### src/rtl/dncnt_timer.sv
// Loadable down-counter/timer with terminal-count pulse.
// Counts a preset to zero; optionally reloads it for periodic events.
module dncnt_timer #(
  parameter int W = 3
) (
  input  logic         clk,
  input  logic         nrst,
  input  logic         ld,
  input  logic [W-1:0] d,
  input  logic         en,
  input  logic         auto,
  output logic [W-1:0] q,
  output logic         busy,
  output logic         tc
);

  localparam logic [0:0] S_IDLE = 1'b0;
  localparam logic [0:0] S_RUN  = 1'b1;

  localparam logic [W-1:0] ONE  = W'(1);
  localparam logic [W-1:0] ZERO = '0;

  logic [0:0]   state;
  logic [0:0]   state_nx;
  logic [W-1:0] rld;
  logic [W-1:0] rld_nx;
  logic [W-1:0] q_nx;
  logic         tc_nx;

  logic run;
  logic do_ld;
  logic do_term;
  logic do_dec;

  assign run     = (state == S_RUN);
  assign do_ld   = ld;
  assign do_term = !ld && run && en && (q == ONE);
  assign do_dec  = !ld && run && en && (q != ONE);

  // Decode is one-hot by construction; hold is the default
  always_comb begin
    state_nx = state;
    rld_nx   = rld;
    q_nx     = q;
    tc_nx    = 1'b0;
    unique case (1'b1)
      do_ld: begin
        q_nx     = d;
        rld_nx   = d;
        state_nx = (d != ZERO) ? S_RUN : S_IDLE;
      end
      do_term: begin
        tc_nx = 1'b1;
        if (auto) begin
          q_nx = rld;
        end else begin
          q_nx     = ZERO;
          state_nx = S_IDLE;
        end
      end
      do_dec: begin
        q_nx = q - ONE;
      end
      default: begin
        q_nx = q;
      end
    endcase
  end

  always_ff @(posedge clk or negedge nrst) begin
    if (!nrst) begin
      state <= S_IDLE;
      rld   <= '0;
      q     <= '0;
      tc    <= 1'b0;
    end else begin
      state <= state_nx;
      rld   <= rld_nx;
      q     <= q_nx;
      tc    <= tc_nx;
    end
  end

  assign busy = state[0];

endmodule

### config.mk
export PLATFORM = sky130hd
export DESIGN_NAME = dncnt_timer
export DESIGN_NICKNAME = d
export VERILOG_FILES = /design/src/rtl/dncnt_timer.sv
export SDC_FILE = /design/constraint.sdc
export NUM_CORES = 1
export LEC_CHECK = 0
export CORE_AREA = 2 2 39 41
export DETAILED_ROUTE_END_ITERATION = 8
export DIE_AREA = 0 0 41 43
export GPL_TIMING_DRIVEN = 0
export SYNTH_ARGS = -nofsm -noshare
export SYNTH_HDL_FRONTEND = slang
export SYNTH_SLANG_ARGS = --single-unit
### constraint.sdc
create_clock -name clk -period 3.7 [get_ports clk]
set_input_delay 0.555 -clock clk [delete_from_list [all_inputs] [get_ports clk]]
set_output_delay 0.555 -clock clk [all_outputs]
set_load 0.05 [all_outputs]
==> summary.md <==
| Metric | Value |
|---|---|
| Req. time, crit path | 3.14 ns |
| Largest stage delay, worst path | 0.83 ns |
| Average cell area after synthesis | 9.45 µm² |
| Top Ports | 13 |
| Placer Congestion | 0.706 |
| Clk network pwr share | 27.0% |
| Largest net degree at the start of global routing | 11 |
| CTS tree | built |
| Die span in x | 41 µm |
| Endpoints failing hold | 0 |
| Routing usage on met2 | 19.4% |
| Int Pwr | 0.164 mW |
| Leakage power | 0.258 nW |
| Initial antenna violation count | 0 |
| Sink Count | 8 |
| Max rail drop VDD | 0.143 mV |
| Post CTS Setup Buffer Count | 0 |
| Yosys warning count | 0 |
| Post-Synthesis Cell Area | 425 µm² |
| Final Critical Period | 2.08 ns |
| Placeable Area | 1380 µm² |
| Antenna-violating nets left | 0 |
| # nets final | 72 |
| Most frequent cells in the layout | clkdlybuf4s50_1, dfrtp_1, o21ai_0, inv_1, nand2_1 |
| Critical path buffers and inverters | 1 |
| Die area | 1760 µm² |
| Pwr Density | 416 nW/µm² |
| Detailed Place HPWL | 736 µm |
| Post-CTS Hold Fix Bufs | 0 |
| Post-synthesis mux area share | 4.71% |
| Post-CTS sizing | 0 |
| Final Max Slew Viols | 0 |
| Starting density of the core | 30.7% |
| Register share of total power | 42.6% |
| Num rows | 14 |
| Synth Area in Simple Gates | 15.0% |
| GRT Max-Usage Layer | met2 |
| Largest family of logic cells by synthesized area | compound AO/OA/AOI/OAI gates |
| Commonest non-fill, non-tap cell in the layout | clkdlybuf4s50_1 |
| CTS Buffer Depth | 2 |
| Number of global-route vias before repair | 376 |
| Worst EP arrival | 1.52 ns |
| Switching power | 0.0803 mW |
| Drt pass-1 iters | 4 |
| H-Tree Depth | 1 |
| Residual DRC count | 0 |
| Gr ovfl total | 0 |
| RSZ-0062 raised after global routing | false |
| Worst slew pin tran | 0.490 ns |
| Setup crit start | busy |
| Slowest CP cell | clkdlybuf4s50_1 |
| # setup viols final | 0 |
| Synth unique cells | 18 |
| First-pass GRT wire length | 1610 µm |
| Fraction of the yosys area taken by sequential cells | 47.1% |
| Kind of critical path | reg -> out |
| Chip Height | 43 µm |
| Post-Route WL | 930 µm |
| Post-route setup TNS | 0 ns |
| Synth-to-Final Area Change | 38.2% |
| Iter 0 DRT Violations | 9 |
| Synth Instances | 45 |
| Slew margin rel. | 67.2% |
| Setup crit end kind | output pin |
| Power share of the combinational group | 30.4% |
| Drt wl/cell | 12.2 µm |
| Max-cap violations | 0 |
| Overall Global Routing Usage | 14.1% |
| Met1 usage in global routing | 18.7% |
| Total CTS buffers | 3 |
| ANT cells | 0 |
| Final setup skew | 0.00225 ns |
| Min Hold Slack | 0.528 ns |
| Critical path's top delay family | buffers and inverters |
| I/O Buffers | 12 |
| Outcome | finished, final reports clean |
| Complex-gate fraction of the synthesized area | 21.8% |
| Post-synthesis adder-cell area fraction | 5.88% |
| Synth Net Count | 55 |
| GR met3 Demand/Resource | 3.14% |
| Yosys reg bits | 8 |
| Clock root buffer | clkbuf_4 |
| Final critical-path share of the clock period | 56.1% |
| Vias post-DR | 381 |
| Number of fill cells | 150 |
| Share of post-route cells with drive strength above 1 | 8.33% |
| Hold Path Origin | rld[2] |
| Reg2reg start | q[1] |
| Sw frac | 32.8% |
| Clock slew at reported path FFs | 0.05 ns |
| Crit path cell chain | clkdlybuf4s50_1 |
| Skew-Pair Late Insertion Delay | 0.25 ns |
| Max frequency | 0.482 GHz |
| Worst hold path type | reg -> reg |
| Worst-path fanout max | 6 |
| XOR/XNOR Fraction of Synth Area | 0% |
| CP startpoint kind | flip-flop |
| Vias per cell | 5.01 |
==> tightest hold or removal path: stages, from the launching register on <==
cell,delay [ns]
dfrtp_1,0.37
inv_1,0.05
o21ai_0,0.06
==> cells by family after synthesis <==
family,Yosys count
flip-flops,8
AND/OR/NAND/NOR,12
buffers and inverters,6
adder cells (fa/ha/maj),2
multiplexers,2
AO/OA/AOI/OAI,15
==> state kept, by name, summed over array words and instances, names as in the netlist <==
| register | count |
|---|---|
| q | 3 |
| rld | 3 |
| busy | 1 |
| tc | 1 |
==> synthesized netlist by cell type (all sizes together) <==
library cell	number	area share, %
dfrtp	8	47
o21ai	7	8.2
inv	5	4.4
nand2	5	4.4
a21oi	3	3.5
nand2b	3	5.0
ha	2	5.9
mux2i	2	4.7
nor2	2	1.8
a311o	1	2.4
buf	1	1.2
nand3b	1	1.8
nand4b	1	2.1
o21a	1	1.8
o311ai	1	2.1
o31a	1	2.1
o31ai	1	1.8
==> power by group through the flow <==
stage / combinational (mW) / sequential, mW / clock (mW)
finish: 0.0744 / 0.104 / 0.0662
global route: 0.0828 / 0.105 / 0.0715
CTS: 0.0752 / 0.104 / 0.0691
detailed placement: 0.0751 / 0.106 / 0
global placement: 0.0735 / 0.105 / 0
floorplan: 0.0270 / 0.124 / 0
==> metal layers <==
metal  vias up  wire, µm
li1        188         -
met1       177       421
met2        14       442
met3         2        61
met4         0         5
met5         -         0
==> per-stage QoR <==
stage / instances / cell area (µm²) / worst slack, ns / utilization, % / total power, mW
after detailed placement: 73 / 566 / 1.90 / 40.9 / 0.181
final: 76 / 588 / 1.62 / 42.5 / 0.245
after CTS: 76 / 588 / 1.62 / 42.5 / 0.249
after global placement: 73 / 566 / 1.91 / 40.9 / 0.179
after global routing: 76 / 588 / 1.57 / 42.5 / 0.260
after floorplan: 45 / 425 / 2.18 / - / 0.150
==> path summary, 6_finish.rpt <==
kind / to / slack (ns) / cells past startpoint
hold reg to reg: rld[2] / 0.53 / 2
hold / removal: rld[2] / 0.53 / 2
setup reg to reg: q[0] / 2.35 / 5
max in group asynchronous: tc / 2.84 / 1
min in group asynchronous: q[1] / 0.59 / 1
setup / recovery: busy / 1.62 / 1
==> cell type report <==
cell class                      count  area (µm²)  area share (%)
Buffer                              1        5.00           0.851
Multi-Input combinational cell     31         201            34.3
Inverter                            5        18.8            3.19
Sequential cell                     8         200            34.0
Tap cell                           16        20.0            3.40
Clock buffer                        3        22.5            3.83
Timing Repair Buffer               12         120            20.4
Note: power is estimated with default switching activity, not from simulation.
